==> src/rtl/cpu_pkg.sv <==
// Shared encodings and control-word types for the pipelined MIPS control unit.
package cpu_pkg;

    // Widths carried inside the stage control words.
    localparam int REG_W = 5;
    localparam int ALU_W = 4;

    // Opcodes
    localparam logic [5:0] OP_RTYPE = 6'b000000;
    localparam logic [5:0] OP_SHL   = 6'b000010;
    localparam logic [5:0] OP_SHR   = 6'b000011;
    localparam logic [5:0] OP_BEQ   = 6'b000100;
    localparam logic [5:0] OP_ADDI  = 6'b001000;
    localparam logic [5:0] OP_LW    = 6'b100011;
    localparam logic [5:0] OP_SW    = 6'b101011;
    localparam logic [5:0] OP_NOP   = 6'b111111;

    // R-type funct codes
    localparam logic [5:0] FN_ADD  = 6'b100000;
    localparam logic [5:0] FN_SUB  = 6'b100010;
    localparam logic [5:0] FN_AND  = 6'b100100;
    localparam logic [5:0] FN_OR   = 6'b100101;
    localparam logic [5:0] FN_SLT  = 6'b101010;
    localparam logic [5:0] FN_MULT = 6'b011000;

    // ALU control codes; shifts occupy 0100/0101 so they never alias add.
    localparam logic [ALU_W-1:0] ALU_AND  = 4'b0000;
    localparam logic [ALU_W-1:0] ALU_OR   = 4'b0001;
    localparam logic [ALU_W-1:0] ALU_ADD  = 4'b0010;
    localparam logic [ALU_W-1:0] ALU_SUB  = 4'b0110;
    localparam logic [ALU_W-1:0] ALU_SLT  = 4'b0111;
    localparam logic [ALU_W-1:0] ALU_MULT = 4'b1000;

    // Full control word produced in ID and held in ID/EX.
    typedef struct packed {
        logic             reg_write;
        logic             mem_to_reg;
        logic             mem_write;
        logic             branch;
        logic             alu_src;
        logic [ALU_W-1:0] alu_control;
        logic [REG_W-1:0] wr_addr;
    } ctrl_t;

    // Later stages only keep the fields they still consume.
    typedef struct packed {
        logic             reg_write;
        logic             mem_to_reg;
        logic             mem_write;
        logic [REG_W-1:0] wr_addr;
    } mem_ctrl_t;

    typedef struct packed {
        logic             reg_write;
        logic             mem_to_reg;
        logic [REG_W-1:0] wr_addr;
    } wb_ctrl_t;

    localparam ctrl_t     CTRL_BUBBLE = '0;
    localparam mem_ctrl_t MEM_BUBBLE  = '0;

    typedef enum logic {
        MUL_IDLE = 1'b0,
        MUL_BUSY = 1'b1
    } mul_state_t;

endpackage

==> src/rtl/ctrl_decode.sv <==
// Combinational main + ALU decoder: op/funct of the ID instruction to a control word.
module ctrl_decode
    import cpu_pkg::*;
#(
    parameter bit SHIFT_EN = 1'b1
) (
    input  logic [5:0]       op,
    input  logic [5:0]       funct,
    input  logic [REG_W-1:0] rt,
    input  logic [REG_W-1:0] rd,
    output ctrl_t            ctrl,
    output logic             illegal,
    output logic             reads_rt
);

    // Undecodable encodings fall back to a bubble so nothing downstream sees X.
    always_comb begin
        ctrl     = CTRL_BUBBLE;
        illegal  = 1'b0;
        reads_rt = 1'b0;
        case (op)
            OP_RTYPE: begin
                reads_rt       = 1'b1;
                ctrl.reg_write = 1'b1;
                ctrl.wr_addr   = rd;
                case (funct)
                    FN_ADD:  ctrl.alu_control = ALU_ADD;
                    FN_SUB:  ctrl.alu_control = ALU_SUB;
                    FN_AND:  ctrl.alu_control = ALU_AND;
                    FN_OR:   ctrl.alu_control = ALU_OR;
                    FN_SLT:  ctrl.alu_control = ALU_SLT;
                    FN_MULT: ctrl.alu_control = ALU_MULT;
                    default: begin
                        ctrl     = CTRL_BUBBLE;
                        reads_rt = 1'b0;
                        illegal  = 1'b1;
                    end
                endcase
            end
            OP_LW: begin
                ctrl.reg_write   = 1'b1;
                ctrl.mem_to_reg  = 1'b1;
                ctrl.alu_src     = 1'b1;
                ctrl.alu_control = ALU_ADD;
                ctrl.wr_addr     = rt;
            end
            OP_SW: begin
                reads_rt         = 1'b1;
                ctrl.mem_write   = 1'b1;
                ctrl.alu_src     = 1'b1;
                ctrl.alu_control = ALU_ADD;
            end
            OP_BEQ: begin
                reads_rt         = 1'b1;
                ctrl.branch      = 1'b1;
                ctrl.alu_control = ALU_SUB;
            end
            OP_ADDI: begin
                ctrl.reg_write   = 1'b1;
                ctrl.alu_src     = 1'b1;
                ctrl.alu_control = ALU_ADD;
                ctrl.wr_addr     = rt;
            end
            OP_SHL, OP_SHR: begin
                if (SHIFT_EN) begin
                    ctrl.reg_write   = 1'b1;
                    ctrl.alu_src     = 1'b1;
                    ctrl.alu_control = {2'b01, 1'b0, op[0]};
                    ctrl.wr_addr     = rt;
                end else begin
                    illegal = 1'b1;
                end
            end
            OP_NOP: ;
            default: illegal = 1'b1;
        endcase
        // $0 is hard-wired, so a write to it is dropped at the source.
        if (ctrl.wr_addr == '0) begin
            ctrl.reg_write = 1'b0;
        end
    end

endmodule

==> src/rtl/pipe_ctrl.sv <==
// Pipelined control unit: ID decode, ID/EX-EX/MEM-MEM/WB control registers,
// load-use / branch hazard handling and multi-cycle MULT sequencing.
module pipe_ctrl
    import cpu_pkg::*;
#(
    parameter int REG_ADDR_W = 5,
    parameter int ALU_CTRL_W = 4,
    parameter int MUL_LAT    = 4,
    parameter bit SHIFT_EN   = 1'b1
) (
    input  logic                  clk,
    input  logic                  reset,
    input  logic [5:0]            id_op,
    input  logic [5:0]            id_funct,
    input  logic [REG_ADDR_W-1:0] id_rs,
    input  logic [REG_ADDR_W-1:0] id_rt,
    input  logic [REG_ADDR_W-1:0] id_rd,
    input  logic                  ex_zero,
    output logic                  stall_if,
    output logic                  flush_id,
    output logic                  branch_taken,
    output logic                  ex_alu_src,
    output logic [ALU_CTRL_W-1:0] ex_alu_control,
    output logic                  ex_branch,
    output logic                  ex_mem_write,
    output logic                  mem_mem_write,
    output logic                  ex_reg_write,
    output logic                  mem_reg_write,
    output logic                  wb_reg_write,
    output logic                  ex_mem_to_reg,
    output logic                  mem_mem_to_reg,
    output logic                  wb_mem_to_reg,
    output logic [REG_ADDR_W-1:0] ex_wr_addr,
    output logic [REG_ADDR_W-1:0] mem_wr_addr,
    output logic [REG_ADDR_W-1:0] wb_wr_addr,
    output logic                  illegal_op
);

    // Counter only has to hold MUL_LAT-1.
    localparam int CNT_W = (MUL_LAT > 1) ? $clog2(MUL_LAT) : 1;

    ctrl_t      id_ctrl;
    logic       id_illegal;
    logic       id_reads_rt;
    ctrl_t      ex_q, ex_d;
    mem_ctrl_t  mem_q, mem_d;
    wb_ctrl_t   wb_q, wb_d;
    mul_state_t state_q, state_d;
    logic [CNT_W-1:0] cnt_q, cnt_d;
    logic       illegal_q, illegal_d;
    logic       busy;
    logic       load_use;

    ctrl_decode #(.SHIFT_EN(SHIFT_EN)) u_decode (
        .op       (id_op),
        .funct    (id_funct),
        .rt       (REG_W'(id_rt)),
        .rd       (REG_W'(id_rd)),
        .ctrl     (id_ctrl),
        .illegal  (id_illegal),
        .reads_rt (id_reads_rt)
    );

    // Hazard detection; a taken branch overrides every stall source.
    always_comb begin
        busy         = (state_q == MUL_BUSY);
        branch_taken = ex_q.branch & ex_zero;
        load_use     = ex_q.mem_to_reg && (ex_wr_addr != '0) && !busy &&
                       ((ex_wr_addr == id_rs) || ((ex_wr_addr == id_rt) && id_reads_rt));
        flush_id     = branch_taken;
        stall_if     = !branch_taken && (busy || load_use);
    end

    // Stage advance, bubble insertion and MULT sequencing.
    always_comb begin
        ex_d             = ex_q;
        mem_d.reg_write  = ex_q.reg_write;
        mem_d.mem_to_reg = ex_q.mem_to_reg;
        mem_d.mem_write  = ex_q.mem_write;
        mem_d.wr_addr    = ex_q.wr_addr;
        wb_d.reg_write   = mem_q.reg_write;
        wb_d.mem_to_reg  = mem_q.mem_to_reg;
        wb_d.wr_addr     = mem_q.wr_addr;
        state_d          = state_q;
        cnt_d            = cnt_q;
        illegal_d        = 1'b0;
        if (busy) begin
            // MULT stays in EX; MEM sees bubbles until the counter runs out.
            mem_d = MEM_BUBBLE;
            cnt_d = cnt_q - CNT_W'(1);
            if (cnt_q == CNT_W'(1)) begin
                state_d = MUL_IDLE;
            end
        end else if (branch_taken || load_use) begin
            ex_d = CTRL_BUBBLE;
        end else begin
            ex_d      = id_ctrl;
            illegal_d = id_illegal;
            // MULT entering EX: the cycle it arrives is the first busy cycle.
            if ((MUL_LAT > 1) && (id_ctrl.alu_control == ALU_MULT)) begin
                state_d = MUL_BUSY;
                cnt_d   = CNT_W'(MUL_LAT - 1);
            end
        end
    end

    // Stage registers, FSM state and illegal pulse; reset clears all to bubble.
    always_ff @(posedge clk) begin
        if (reset) begin
            ex_q      <= CTRL_BUBBLE;
            mem_q     <= MEM_BUBBLE;
            wb_q      <= '0;
            state_q   <= MUL_IDLE;
            cnt_q     <= '0;
            illegal_q <= 1'b0;
        end else begin
            ex_q      <= ex_d;
            mem_q     <= mem_d;
            wb_q      <= wb_d;
            state_q   <= state_d;
            cnt_q     <= cnt_d;
            illegal_q <= illegal_d;
        end
    end

    assign ex_alu_src     = ex_q.alu_src;
    assign ex_alu_control = ALU_CTRL_W'(ex_q.alu_control);
    assign ex_branch      = ex_q.branch;
    assign ex_mem_write   = ex_q.mem_write;
    assign ex_reg_write   = ex_q.reg_write;
    assign ex_mem_to_reg  = ex_q.mem_to_reg;
    assign ex_wr_addr     = REG_ADDR_W'(ex_q.wr_addr);
    assign mem_mem_write  = mem_q.mem_write;
    assign mem_reg_write  = mem_q.reg_write;
    assign mem_mem_to_reg = mem_q.mem_to_reg;
    assign mem_wr_addr    = REG_ADDR_W'(mem_q.wr_addr);
    assign wb_reg_write   = wb_q.reg_write;
    assign wb_mem_to_reg  = wb_q.mem_to_reg;
    assign wb_wr_addr     = REG_ADDR_W'(wb_q.wr_addr);
    assign illegal_op     = illegal_q;

endmodule
==> config.mk <==
export PLATFORM = sky130hd
export DESIGN_NAME = pipe_ctrl
export DESIGN_NICKNAME = d
export VERILOG_FILES = /design/src/rtl/cpu_pkg.sv /design/src/rtl/ctrl_decode.sv /design/src/rtl/pipe_ctrl.sv
export SDC_FILE = /design/constraint.sdc
export NUM_CORES = 1
export LEC_CHECK = 0
export ABC_AREA = 1
export CORE_MARGIN = 8
export CORE_UTILIZATION = 48
export CTS_BUF_LIST = sky130_fd_sc_hd__clkbuf_8
export CTS_CLUSTER_SIZE = 8
export DETAILED_ROUTE_END_ITERATION = 10
export GPL_TIMING_DRIVEN = 0
export PLACE_DENSITY = 0.95
export SYNTH_ARGS = -nofsm -noshare
export SYNTH_HDL_FRONTEND = slang
export SYNTH_SLANG_ARGS = --single-unit
==> constraint.sdc <==
create_clock -name clk -period 2.7 [get_ports clk]
set_input_delay 0.54 -clock clk [delete_from_list [all_inputs] [get_ports clk]]
set_output_delay 0.54 -clock clk [all_outputs]
set_load 0.1 [all_outputs]
# --- Word level (Yosys, flattened, before mapping) ---
# Index checks and enable logic that the tools add are counted.
totals:
  word_cells: 84
  input_bits: 30
  register_bits: 33
op_classes:
  eq_ne: 18
  n_addsub: 1
  reduce_logical: 24
  mux: 23
  bitwise: 1
ops:
  columns: ["cell", "n"]
  rows:
  - ["6-bit equality test (second input constant)", 8]
  - ["4-bit case mux with 5 select lines", 1]
  - ["4-bit case mux with 4 select lines", 1]
  - ["14-bit two-way mux", 1]
  - ["1-bit case mux with 2 select lines", 7]
  - ["6-bit by 2-bit equality test with 1-bit output (second input constant)", 2]
  - ["5-bit equality test", 2]
  - ["5-bit two-way mux", 2]
  - ["5-bit case mux with 2 select lines", 1]
  - ["1-bit two-way mux", 7]
  - ["7-bit OR reduction", 1]
  - ["6-bit by 3-bit equality test with 1-bit output (second input constant)", 1]
  - ["6-bit by 4-bit equality test with 1-bit output (second input constant)", 1]
  - ["6-bit by 5-bit equality test with 1-bit output (second input constant)", 1]
  - ["6-bit zero test", 1]
  - ["2-bit two-way mux", 3]
  - ["2-bit OR reduction", 3]
  - ["3-bit OR reduction", 2]
  - ["6-bit OR reduction", 1]
  - ["1-bit logical AND", 5]
  - ["5-bit zero test", 1]
  - ["5-bit nonzero test", 1]
  - ["5-bit OR reduction", 1]
  - ["4-bit equality test (second input constant)", 1]
  - ["other kinds (9)", 12]

# --- Logic depth before layout (Yosys ltp) ---
# Gate-level depths: netlist (run 1).
logic_depth:
  word_depth: 10
  ltp_mapped: 14

# --- Cells and area by module ---
# From an unflattened synthesis (run 1), not the netlist that was laid out.
hier_totals:
  cells_unflattened: 259
  area_unflattened_um2: 1773.0
modules_own_cells:
  columns: ["mod", "cells_per_inst", "seq_area_each_um2", "area_per_inst_um2", "n_inst"]
  rows:
  - ["pipe_ctrl", 180, 660.6, 1356.3, 1]
  - ["ctrl_decode", 79, 0.0, 416.6, 1]

# --- Worst setup path before layout (run 1) ---
# OpenSTA, ideal clock, no wires.
synth_path:
  kind: "register to output"
  start: "reg ex_q (netlist bit ex_wr_addr[4])"
  end: "out stall_if"
  required_time_ns: 2.160
  path_slack_ns: -0.755
  arrival_ns: 2.915
  stages_incl_launch_ff: 7
  cell_sequence: "dfxtp_1 > inv_1 > nand3_1 > o311ai_0 > inv_1 > a21oi_1 > nor2_1"
synth_between:
  elab_chain_len: 6
synth_rtl:
  columns: ["element", "line_no", "source"]
  rows:
  - ["from (decl)", "pipe_ctrl.sv:45", "ctrl_t ex_q, ex_d;"]
  - ["from (signal assigned)", "pipe_ctrl.sv:110", "ex_q <= CTRL_BUBBLE;"]
  - ["from (signal assigned)", "pipe_ctrl.sv:117", "ex_q <= ex_d;"]
  - ["5-bit equality test or 5-bit nonzero test (tied branches)", "pipe_ctrl.sv:69, pipe_ctrl.sv:68", null]
  - ["1-bit logical AND, on equally long branches", "pipe_ctrl.sv:69, pipe_ctrl.sv:68", null]
  - ["1-bit logical OR or 1-bit logical AND (tied branches)", "pipe_ctrl.sv:69, pipe_ctrl.sv:68", null]
  - ["1-bit logical AND *", "pipe_ctrl.sv:68", "load_use = ex_q.mem_to_reg && (ex_wr_addr != '0) && !busy &&"]
  - ["1-bit logical OR *", "pipe_ctrl.sv:71", "stall_if = !branch_taken && (busy || load_use);"]
  - ["1-bit logical AND *", "pipe_ctrl.sv:71", null]
  - ["to (decl)", "pipe_ctrl.sv:19", "output logic stall_if,"]
# Every way passes the cells marked *; elsewhere a longest branch is shown, timed or not.

# --- Worst setup path after layout (run 1) ---
layout_path:
  start: "in id_funct[4]"
  end: "out stall_if"
layout_between:
  elab_chain_len: 9
layout_rtl:
  columns: ["element", "line_no", "source"]
  rows:
  - ["from (decl)", "pipe_ctrl.sv:14", "input logic [5:0] id_funct,"]
  - ["6-bit equality test or 6-bit by 5-bit equality test with 1-bit output (tied branches)", "ctrl_decode.sv:26", "case (funct)"]
  - ["6-bit OR reduction (no source line) *", null, null]
  - ["1-bit two-way mux *", "ctrl_decode.sv:26", null]
  - ["1-bit case mux with 2 select lines *", "ctrl_decode.sv:21", "case (op)"]
  - ["1-bit logical AND *", "pipe_ctrl.sv:69", "((ex_wr_addr == id_rs) || ((ex_wr_addr == id_rt) && id_reads_rt));"]
  - ["1-bit logical OR *", "pipe_ctrl.sv:69", null]
  - ["1-bit logical AND *", "pipe_ctrl.sv:68", null]
  - ["1-bit logical OR *", "pipe_ctrl.sv:71", null]
  - ["1-bit logical AND *", "pipe_ctrl.sv:71", null]
# Marked as above.

==> impl_metrics.csv, run 1 <==
group,metric,value,unit
grt,grt_first_pass_wirelength,7170,um
timing,hold_violations,0,
final_layout,diodes,0,
grt,grt_start_max_net_pins,12,
place,dpl.hpwl,3370,um
final_layout,final_common_cell,"clkdlybuf4s50_1",
worst_setup_path,cp_common_cell,"nand2_2",
final_layout,final_cell_mix,"clkdlybuf4s50_1 (48), nand2_1 (37), inv_1 (33), dfxtp_1 (33), nor2_1 (30)",
worst_setup_path,critPathCaptureType,"output port",
yosys,yosysTopAreaCell,"dfxtp_1",
timing,relSlewSlack,34.0,%
clocking,cts_buffer_depth,2,
die,die_w,73.9,um
timing,setup_viol_count_final,0,
outcome,status,"complete, no violations",
worst_setup_path,cp_num_buf_inv,3,
yosys,yosys-top-cells-area,"dfxtp_1 (41%), nand2_1 (8.9%), inv_1 (8.4%), nor2_1 (8.4%), nand3_1 (7.8%)",
die,ios,63,
timing,worstMarginPinSlew,0.987,ns
min_path,hp-class,"reg -> reg",
grt,grt-ovfl-total,0,
route,firstDrtPassIters,6,
worst_setup_path,cp_cell_sequence,"clkdlybuf4s50_1, inv_1, nand2_2, nor2_4, o21ai_2, nand3_2, nand2_2, nand2_1, nand2_1, nand2_2, a21oi_4, nor2_4, buf_12",
timing,period_needed,2.64,ns
worst_setup_path,crit_family,"simple AND/OR/NAND/NOR gates",
worst_setup_path,slowest_stage,"clkdlybuf4s50_1",
timing,skew,0.00796,ns
final_layout,fin_area,2540,um2
die,rows,21,
final_layout,final_cells,349,
worst_setup_path,crit-reg2reg-launch,"ex_wr_addr[3]",
final_layout,final-seq-area,661,um2
clocking,cts_sinks,33,
route,route.detailed.drc,0,
place,io_buffers,62,
yosys,synth_nets,257,
run,drv_cap,0,
clocking,cts_tree,"yes",
die,die_h,73.9,um
route,first_iter_violations,139,
grt,track_usage,16.8,%
die,fp.dieArea,5460,um2
die,start_util,49.0,%
pwr,leakage,1.16,nW
worst_setup_path,required,2.16,ns
timing,whs,0.424,ns
timing,drv_slew,0,
yosys,avgSynthCellArea,7.12,um2
place,placed_cells,334,
worst_setup_path,crit_start,"id_funct[4]",
final_layout,multiInputGateArea,857,um2
final_layout,nNetsFinal,333,
grt,grt_pass1_vias,1531,
place,post_dp_cell_area,2300,um2
grt,antenna_found_initial,0,
yosys,syn_area,1610,um2
die,core_area,3280,um2
yosys,ys_ff_latch,33,
pwr,cellPowerDensity,402,nW/um2
min_path,min_from,"mem_mem_to_reg",
clocking,clk_pin_slew_worst_paths,0.07,ns
route,routedWlPerCell,14.3,um
yosys,synth_cell_type_count,28,
worst_setup_path,startpoint_type,"input port",
final_layout,fillers,207,
route,vias,1789,
clocking,root_buffer,"clkbuf_8",
clocking,cts_hold_buf,0,
route,routed_wl,4990,um
timing,min_period_over_period,97.7,%
timing,max_freq,0.379,GHz
place,place_ws,-1.11,ns
worst_setup_path,path_class,"in -> out",
worst_setup_path,rr_worst_depth,7,
worst_setup_path,max_stage_delay,0.39,ns
pwr,ir_drop,0.245,mV
final_layout,drive_gt1_share,16.5,%
clocking,htree_levels,2,
yosys,ys.warnings.count,0,
final_layout,syn_to_final_growth,58.0,%
route,vias_per_cell,5.13,
worst_setup_path,cp_max_fo,3,
worst_setup_path,cp.depth,13,
yosys,synthCells,226,
place,place.gp.congestion,0.918,
worst_setup_path,cp.arrival,2.10,ns
clocking,clock_latency,0.29,ns
min_path,whs_path_depth,2,
clocking,numCtsBuffers,5,
yosys,synth_top_area_share,41.1,%
route,antenna_left,0,
yosys,ys_seq_area_share,41.1,%
timing,finalWorstSetupSlack,0.0632,ns
[timing repair]
action / CTS / global route
pin swaps: 0 / 10
setup endpoints to repair: 3 / 2
gates cloned: 0 / 0
buffers inserted: 0 / 7
resized for setup: 12 / 33
[cell families after synthesis]
logic type	share of synthesized area (%)
buf+inv	10.6
simple gates	32.1
fa+ha+maj	0.777
xor+xnor	5.44
flops	41.1
compound gates	10.0
[stage by stage]
step	total power [mW]	utilization [%]	TNS, ns
after floorplan	0.584	-	-0.0124
after global placement	0.649	70.0	-1.71
after detailed placement	0.651	70.0	-1.75
after CTS	1.01	72.8	-0.215
after global routing	1.06	77.4	-0.0314
final	1.02	77.4	0
[layout make-up]
type                       count  share of cell area, %
inverter                      39                   6.10
clock inverter                 3                  0.689
tap                           46                   2.26
sequential                    33                   26.0
clock buffer                   5                   2.71
timing repair buffer          69                   27.8
buffer                         4                  0.738
multi-input combinational    150                   33.7
[layer usage]
| metal | part of all wire (%) | up-vias | wire, um | global-route usage, % |
|---|---|---|---|---|
| li1 | - | 868 | - | - |
| met1 | 38 | 792 | 1880 | 18.8 |
| met2 | 48 | 103 | 2420 | 29.0 |
| met3 | 9.3 | 26 | 463 | 4.64 |
| met4 | 4.6 | 0 | 230 | 6.65 |
| met5 | 0 | - | 0 | 0 |
[cell usage after synthesis, drive strengths merged]
cell type / number
nand3: 27
or2: 1
xor2: 4
a21oi: 5
nand2: 41
o311ai: 1
a211oi: 1
nor2: 38
dfxtp: 33
o21ai: 15
clkbuf: 3
inv: 39
a32o: 1
buf: 1
nand4: 5
ha: 1
nor3: 3
xnor2: 6
o2111ai: 1
[final timing paths]
path | slack, ns | to
setup / recovery | 0.06 | stall_if
hold / removal | 0.42 | wb_mem_to_reg
setup reg to reg | 0.95 | ex_alu_control[0]
hold reg to reg | 0.42 | wb_mem_to_reg
[report_power, final]
| group | total [mW] | switching (mW) | internal [mW] |
|---|---|---|---|
| registers | 0.494 | 0.00291 | 0.491 |
| clock network | 0.363 | 0.185 | 0.178 |
| logic | 0.165 | 0.0974 | 0.0673 |
| total | 1.02 | 0.286 | 0.736 |
[worst reg2reg max path, stage by stage (launching register included)]
cell	delay [ns]
dfxtp_1	0.35
inv_1	0.12
nand3_1	0.09
o311ai_0	0.31
inv_1	0.20
a21oi_4	0.37
nand3_1	0.16
nand2_1	0.09
Power figures use the tool's default switching activity.
==> run 2, diff against run 1 <==
- PLACE_DENSITY: 0.95 -> 0.87
==> impl_metrics.csv, run 2 (synthesized netlist as in run 1, its figures left out) <==
group,metric,value,unit
worst_setup_path,rr_worst_depth,12,
timing,relSlewSlack,32.4,%
route,vias_per_cell,5.01,
route,first_iter_violations,132,
timing,max_freq,0.383,GHz
place,placed_cells,334,
worst_setup_path,cp.arrival,2.07,ns
pwr,cellPowerDensity,397,nW/um2
clocking,root_buffer,"clkbuf_8",
worst_setup_path,critPathCaptureType,"output port",
grt,antenna_found_initial,0,
place,io_buffers,62,
timing,period_needed,2.61,ns
grt,grt-ovfl-total,0,
timing,whs,0.418,ns
final_layout,final_cells,352,
final_layout,drive_gt1_share,18.3,%
clocking,cts_tree,"yes",
clocking,clock_latency,0.29,ns
die,core_area,3280,um2
worst_setup_path,required,2.16,ns
timing,worstMarginPinSlew,1.01,ns
route,met2_length,2480,um
route,firstDrtPassIters,4,
timing,setup_viol_count_final,0,
die,start_util,49.0,%
route,wl_met3,370,um
worst_setup_path,cp_cell_sequence,"clkdlybuf4s50_1, inv_2, nand2_4, nor2_4, o21ai_2, nand3_4, nand2_4, nand2_2, nand2_1, nand2_2, a21oi_4, nor2_4, buf_12",
route,routed_wl,4850,um
grt,grt_pass1_vias,1617,
final_layout,diodes,0,
pwr,ir_drop,0.238,mV
clocking,cts_sinks,33,
worst_setup_path,slowest_stage,"clkdlybuf4s50_1",
final_layout,final_common_cell,"clkdlybuf4s50_1",
place,place_ws,-1.10,ns
worst_setup_path,startpoint_type,"input port",
route,antenna_left,0,
timing,skew,0.00463,ns
clocking,clk_pin_slew_worst_paths,0.07,ns
final_layout,nNetsFinal,336,
clocking,cts_hold_buf,0,
worst_setup_path,path_class,"in -> out",
final_layout,final_cell_mix,"clkdlybuf4s50_1 (48), nand2_1 (36), dfxtp_1 (33)",
route,vias,1764,
final_layout,syn_to_final_growth,59.7,%
run,drv_cap,0,
route,m1WireLength,1870,um
worst_setup_path,max_stage_delay,0.41,ns
worst_setup_path,cp_max_fo,3,
grt,track_usage,16.4,%
die,die_h,73.9,um
grt,grt_first_pass_wirelength,7050,um
clocking,cts_buffer_depth,2,
place,dpl.hpwl,3420,um
die,ios,63,
die,rows,21,
route,route.detailed.drc,0,
timing,min_period_over_period,96.8,%
route,routedWlPerCell,13.8,um
clocking,numCtsBuffers,5,
outcome,status,"complete, no violations",
clocking,htree_levels,2,
timing,hold_violations,0,
timing,final.setup.tns,0,ns
die,die_w,73.9,um
die,fp.dieArea,5460,um2
route,top_layer,"met4",
min_path,hp-class,"reg -> reg",
grt,grt_start_max_net_pins,12,
place,place.gp.congestion,0.932,
pwr,leakage,1.18,nW
timing,drv_slew,0,
timing,finalWorstSetupSlack,0.0860,ns
min_path,whs_path_depth,2,
## run 2: cell count changes in the layout (fill, tap and decap cells not counted), moves of 2 or more
| cell | change |
|---|---|
| nor2_2 | +3 |
| dlymetal6s2s_1 | -2 |
| nand2_4 | +2 |
| nor2_4 | -2 |
| dlygate4sd2_1 | +2 |
| buf_4 | +3 |
## run 2: final cells by class
type                       instances  area (um2)
buffer                             4        18.8
clock buffer                       5        68.8
clock inverter                     3        17.5
fill                             228         714
inverter                          39         155
multi-input combinational        150         870
sequential                        33         661
tap                               46        57.6
timing repair buffer              72         722
## run 2: what timing repair did
action | CTS | global route
gates cloned | 0 | 0
pin swaps | 1 | 12
gates resized for setup | 16 | 33
buffers inserted | 0 | 10
setup endpoints to repair | 3 | 2
## run 2: metrics by stage
stage | utilization (%) | area, um2 | power, mW
2_1_floorplan | - | 1620 | 0.584
3_3_place_gp | 70.0 | 2300 | 0.649
3_5_place_dp | 70.0 | 2300 | 0.652
4_1_cts | 73.0 | 2400 | 1.01
5_1_grt | 78.2 | 2570 | 1.06
6_report | 78.2 | 2570 | 1.02
## run 2: layer usage
layer	GRT usage [%]	vias up
li1	-	867
met1	17.6	800
met2	28.5	82
met3	5.32	15
met4	6.65	0
met5	0	-
## run 2: power by group
| part | switching [mW] | internal [mW] |
|---|---|---|
| clock network | 0.184 | 0.178 |
| logic | 0.0969 | 0.0682 |
| registers | 0.00296 | 0.491 |
## run 2: path summary, 6_finish.rpt
| path | startpoint | endpoint | slack (ns) |
|---|---|---|---|
| worst min-delay path | mem_wr_addr[4] | wb_wr_addr[4] | 0.42 |
| worst max register to register | ex_wr_addr[3] | cnt_q[0] | 1.01 |
| worst max-delay path | id_funct[4] | stall_if | 0.09 |
| worst min register to register | mem_wr_addr[4] | wb_wr_addr[4] | 0.42 |
## run 2: critical path, delay by kind of cell
| family | cells | cell delay, ns |
|---|---|---|
| AOI/OAI and AO/OA | 2 | 0.15 |
| buffers and inverters | 3 | 0.68 |
| and+or+nand+nor | 8 | 0.70 |
==> run 3, diff against run 2 <==
- CORE_UTILIZATION: 48 -> 50
- PLACE_DENSITY: 0.87 -> 0.88
- SYNTH_HIERARCHICAL: unset -> 1
==> impl_metrics.csv, run 3 <==
group,metric,value,unit
worst_setup_path,crit-reg2reg-launch,"ex_wr_addr[3]",
timing,drv_slew,0,
route,antenna_left,0,
grt,grt_first_pass_wirelength,7980,um
yosys,ys.flop_type,"dfxtp_1",
clocking,clk_pin_slew_worst_paths,0.07,ns
outcome,status,"complete, no violations",
worst_setup_path,crit_start,"id_op[0]",
die,start_util,52.7,%
route,vias_per_cell,5.00,
yosys,ys_seq_area_share,37.3,%
place,place.gp.congestion,0.821,
worst_setup_path,cp_cell_sequence,"clkbuf_2, or2_4, nor2_4, nand2_4, clkinv_4, nand2_4, nand3_1, nand2_1, nor2_1, nand3_1, nand2_1, nand2_2, a21oi_4, buf_12",
place,place_ws,-1.25,ns
timing,setup_viol_count_final,0,
timing,finalWorstSetupSlack,0.104,ns
worst_setup_path,cp_max_fo,5,
yosys,yosys-top-cells-area,"dfxtp_1 (37%), nand2_1 (13%), inv_1 (8.9%), nor2_1 (8.0%), nand3_1 (7.3%)",
route,routedWlPerCell,13.2,um
final_layout,nNetsFinal,370,
grt,grt_pass1_vias,1871,
timing,period_needed,2.60,ns
yosys,synth_common_cells,"nand2_1 (62), inv_1 (42), nor2_1 (38), dfxtp_1 (33), nand3_1 (26)",
place,post_dp_cell_area,2470,um2
die,core_area,3360,um2
pwr,p_total,1.09,mW
grt,track_usage,18.3,%
yosys,ys_ff_latch,33,
timing,skew,0.00673,ns
route,vias,1929,
final_layout,final_cell_mix,"nand2_1 (60), clkdlybuf4s50_1 (47), inv_1 (37)",
timing,hold_violations,0,
route,route.detailed.drc,0,
worst_setup_path,reg2reg_slack,1.14,ns
timing,worstMarginPinSlew,1.01,ns
worst_setup_path,critPathCaptureType,"output port",
final_layout,final_common_cell,"nand2_1",
pwr,switching_share,27.3,%
clocking,cts_tree,"yes",
clocking,cts_sinks,33,
worst_setup_path,slowest_stage,"or2_4",
clocking,numCtsBuffers,5,
die,ios,63,
worst_setup_path,required,2.16,ns
clocking,root_buffer,"clkbuf_8",
clocking,clock_latency,0.29,ns
pwr,ir_drop,0.187,mV
final_layout,diodes,0,
min_path,whs_path_depth,2,
pwr,leakage,1.23,nW
pwr,power.internal,0.791,mW
final_layout,syn_to_final_growth,50.4,%
clocking,cts_buffer_depth,2,
worst_setup_path,cp.arrival,2.06,ns
die,rows,21,
worst_setup_path,crit_family,"simple AND/OR/NAND/NOR gates",
place,dpl.hpwl,3650,um
worst_setup_path,startpoint_type,"input port",
grt,grt-ovfl-total,0,
yosys,synth_top_area_share,37.3,%
yosys,ys.warnings.count,6,
final_layout,drive_gt1_share,25.3,%
worst_setup_path,max_stage_delay,0.26,ns
worst_setup_path,cp_num_buf_inv,3,
worst_setup_path,reg2reg_to,"ex_wr_addr[4]",
grt,antenna_found_initial,0,
grt,grt_start_max_net_pins,11,
route,first_iter_violations,110,
worst_setup_path,rr_worst_depth,11,
timing,relSlewSlack,32.4,%
yosys,synthCells,259,
pwr,pwr-share-comb,16.7,%
yosys,synth_edf_count,0,
die,die_h,75.5,um
yosys,synth_cell_type_count,29,
min_path,holdPathEnd,"wb_mem_to_reg",
run,drv_cap,0,
route,firstDrtPassIters,4,
yosys,yosysTopAreaCell,"dfxtp_1",
worst_setup_path,path_class,"in -> out",
timing,max_freq,0.385,GHz
pwr,pwr-share-seq,45.6,%
timing,min_period_over_period,96.2,%
clocking,cts_hold_buf,0,
clocking,htree_levels,2,
place,io_buffers,62,
min_path,min_from,"mem_mem_to_reg",
pwr,p_switching,0.297,mW
pwr,cellPowerDensity,408,nW/um2
route,routed_wl,5110,um
min_path,hp-class,"reg -> reg",
yosys,yosysMostFrequentCell,"nand2_1",
yosys,synth-async-reset-ratio,0,%
pwr,clkPwrFrac,37.7,%
die,die_w,75.5,um
final_layout,fin_area,2670,um2
yosys,synth_nets,290,
yosys,syn_area,1770,um2
yosys,avgSynthCellArea,6.85,um2
die,fp.dieArea,5710,um2
==> run 3: cell count changes after synthesis, sizes merged, moves of 5 or more <==
| cell | previous run | this run |
|---|---|---|
| o21ai | 15 | 8 |
| xnor2 | 6 | 1 |
| inv | 39 | 48 |
| nand2 | 41 | 71 |
| nor2 | 38 | 44 |
| o22ai | 0 | 8 |
==> run 3: kinds of logic (layout without fill, tap and decap cells) <==
kind of cell               after synthesis  after routing  share of synthesized area [%]
AOI/OAI and AO/OA                       21             21                           9.46
and+or+nand+nor                        149            149                           39.0
adders and majority gates                1              1                          0.706
DFF                                     33             33                           37.3
buffers and inverters                   54            135                           13.1
xor gates and xnor gates                 1              1                          0.494
==> run 3: layout make-up <==
cell class                      count  area [um2]
Buffer                              5        42.5
Clock buffer                        7        96.3
Clock inverter                      1        5.00
Fill cell                         258         697
Inverter                           49         193
Multi-Input combinational cell    172         955
Sequential cell                    33         661
Tap cell                           46        57.6
Timing Repair Buffer               73         657
==> run 3: worst reg2reg max path, cell delays in order (launching register included) <==
cell and delay [ns]:
dfxtp_1 0.43, inv_2 0.09, nand2_1 0.07, nand2_1 0.06
nor2_1 0.09, nand3_1 0.08, nand2_1 0.10, nand2_2 0.08
buf_4 0.15, nand2_4 0.09, buf_12 0.14, o22ai_1 0.06
==> run 3: worst max path at each step <==
stage / depth (start not counted) / endpoint / slack (ns)
finish: 14 / stall_if / 0.10
global route: 16 / stall_if / -0.02
CTS: 14 / stall_if / -0.13
detailed placement: 16 / stall_if / -1.25
global placement: 16 / stall_if / -1.23
floorplan: 3 / stall_if / -0.06
==> run 3: metrics by stage <==
| stage | util, % | setup TNS (ns) | hold WS (ns) | cells |
|---|---|---|---|---|
| global placement | 73.3 | -1.82 | 0.408 | 367 |
| floorplan | - | -0.0639 | 0.498 | 259 |
| finish | 79.3 | 0 | 0.418 | 386 |
| global route | 79.3 | -0.0205 | 0.426 | 386 |
| detailed placement | 73.3 | -1.90 | 0.412 | 367 |
| CTS | 78.3 | -0.131 | 0.421 | 380 |
==> run 3: what timing repair did <==
item | CTS | global route
setup endpoints to repair | 3 | 2
gates resized for setup | 35 | 32
setup buffers | 5 | 6
pin swaps | 11 | 18
==> run 3: layer usage <==
metal | wire length [um] | track usage, %
met1 | 2030 | 19.1
met2 | 2580 | 32.6
met3 | 298 | 4.61
met4 | 195 | 10.2
met5 | 0 | 0
==> run 3: power by group through the flow <==
| stage | Sequential [mW] | Combinational, mW | Clock, mW |
|---|---|---|---|
| 2_1_floorplan | 0.550 | 0.0569 | 0 |
| 3_3_place_gp | 0.507 | 0.170 | 0 |
| 3_5_place_dp | 0.507 | 0.173 | 0 |
| 5_1_grt | 0.497 | 0.195 | 0.442 |
| 6_report | 0.496 | 0.182 | 0.410 |
| 4_1_cts | 0.496 | 0.174 | 0.415 |
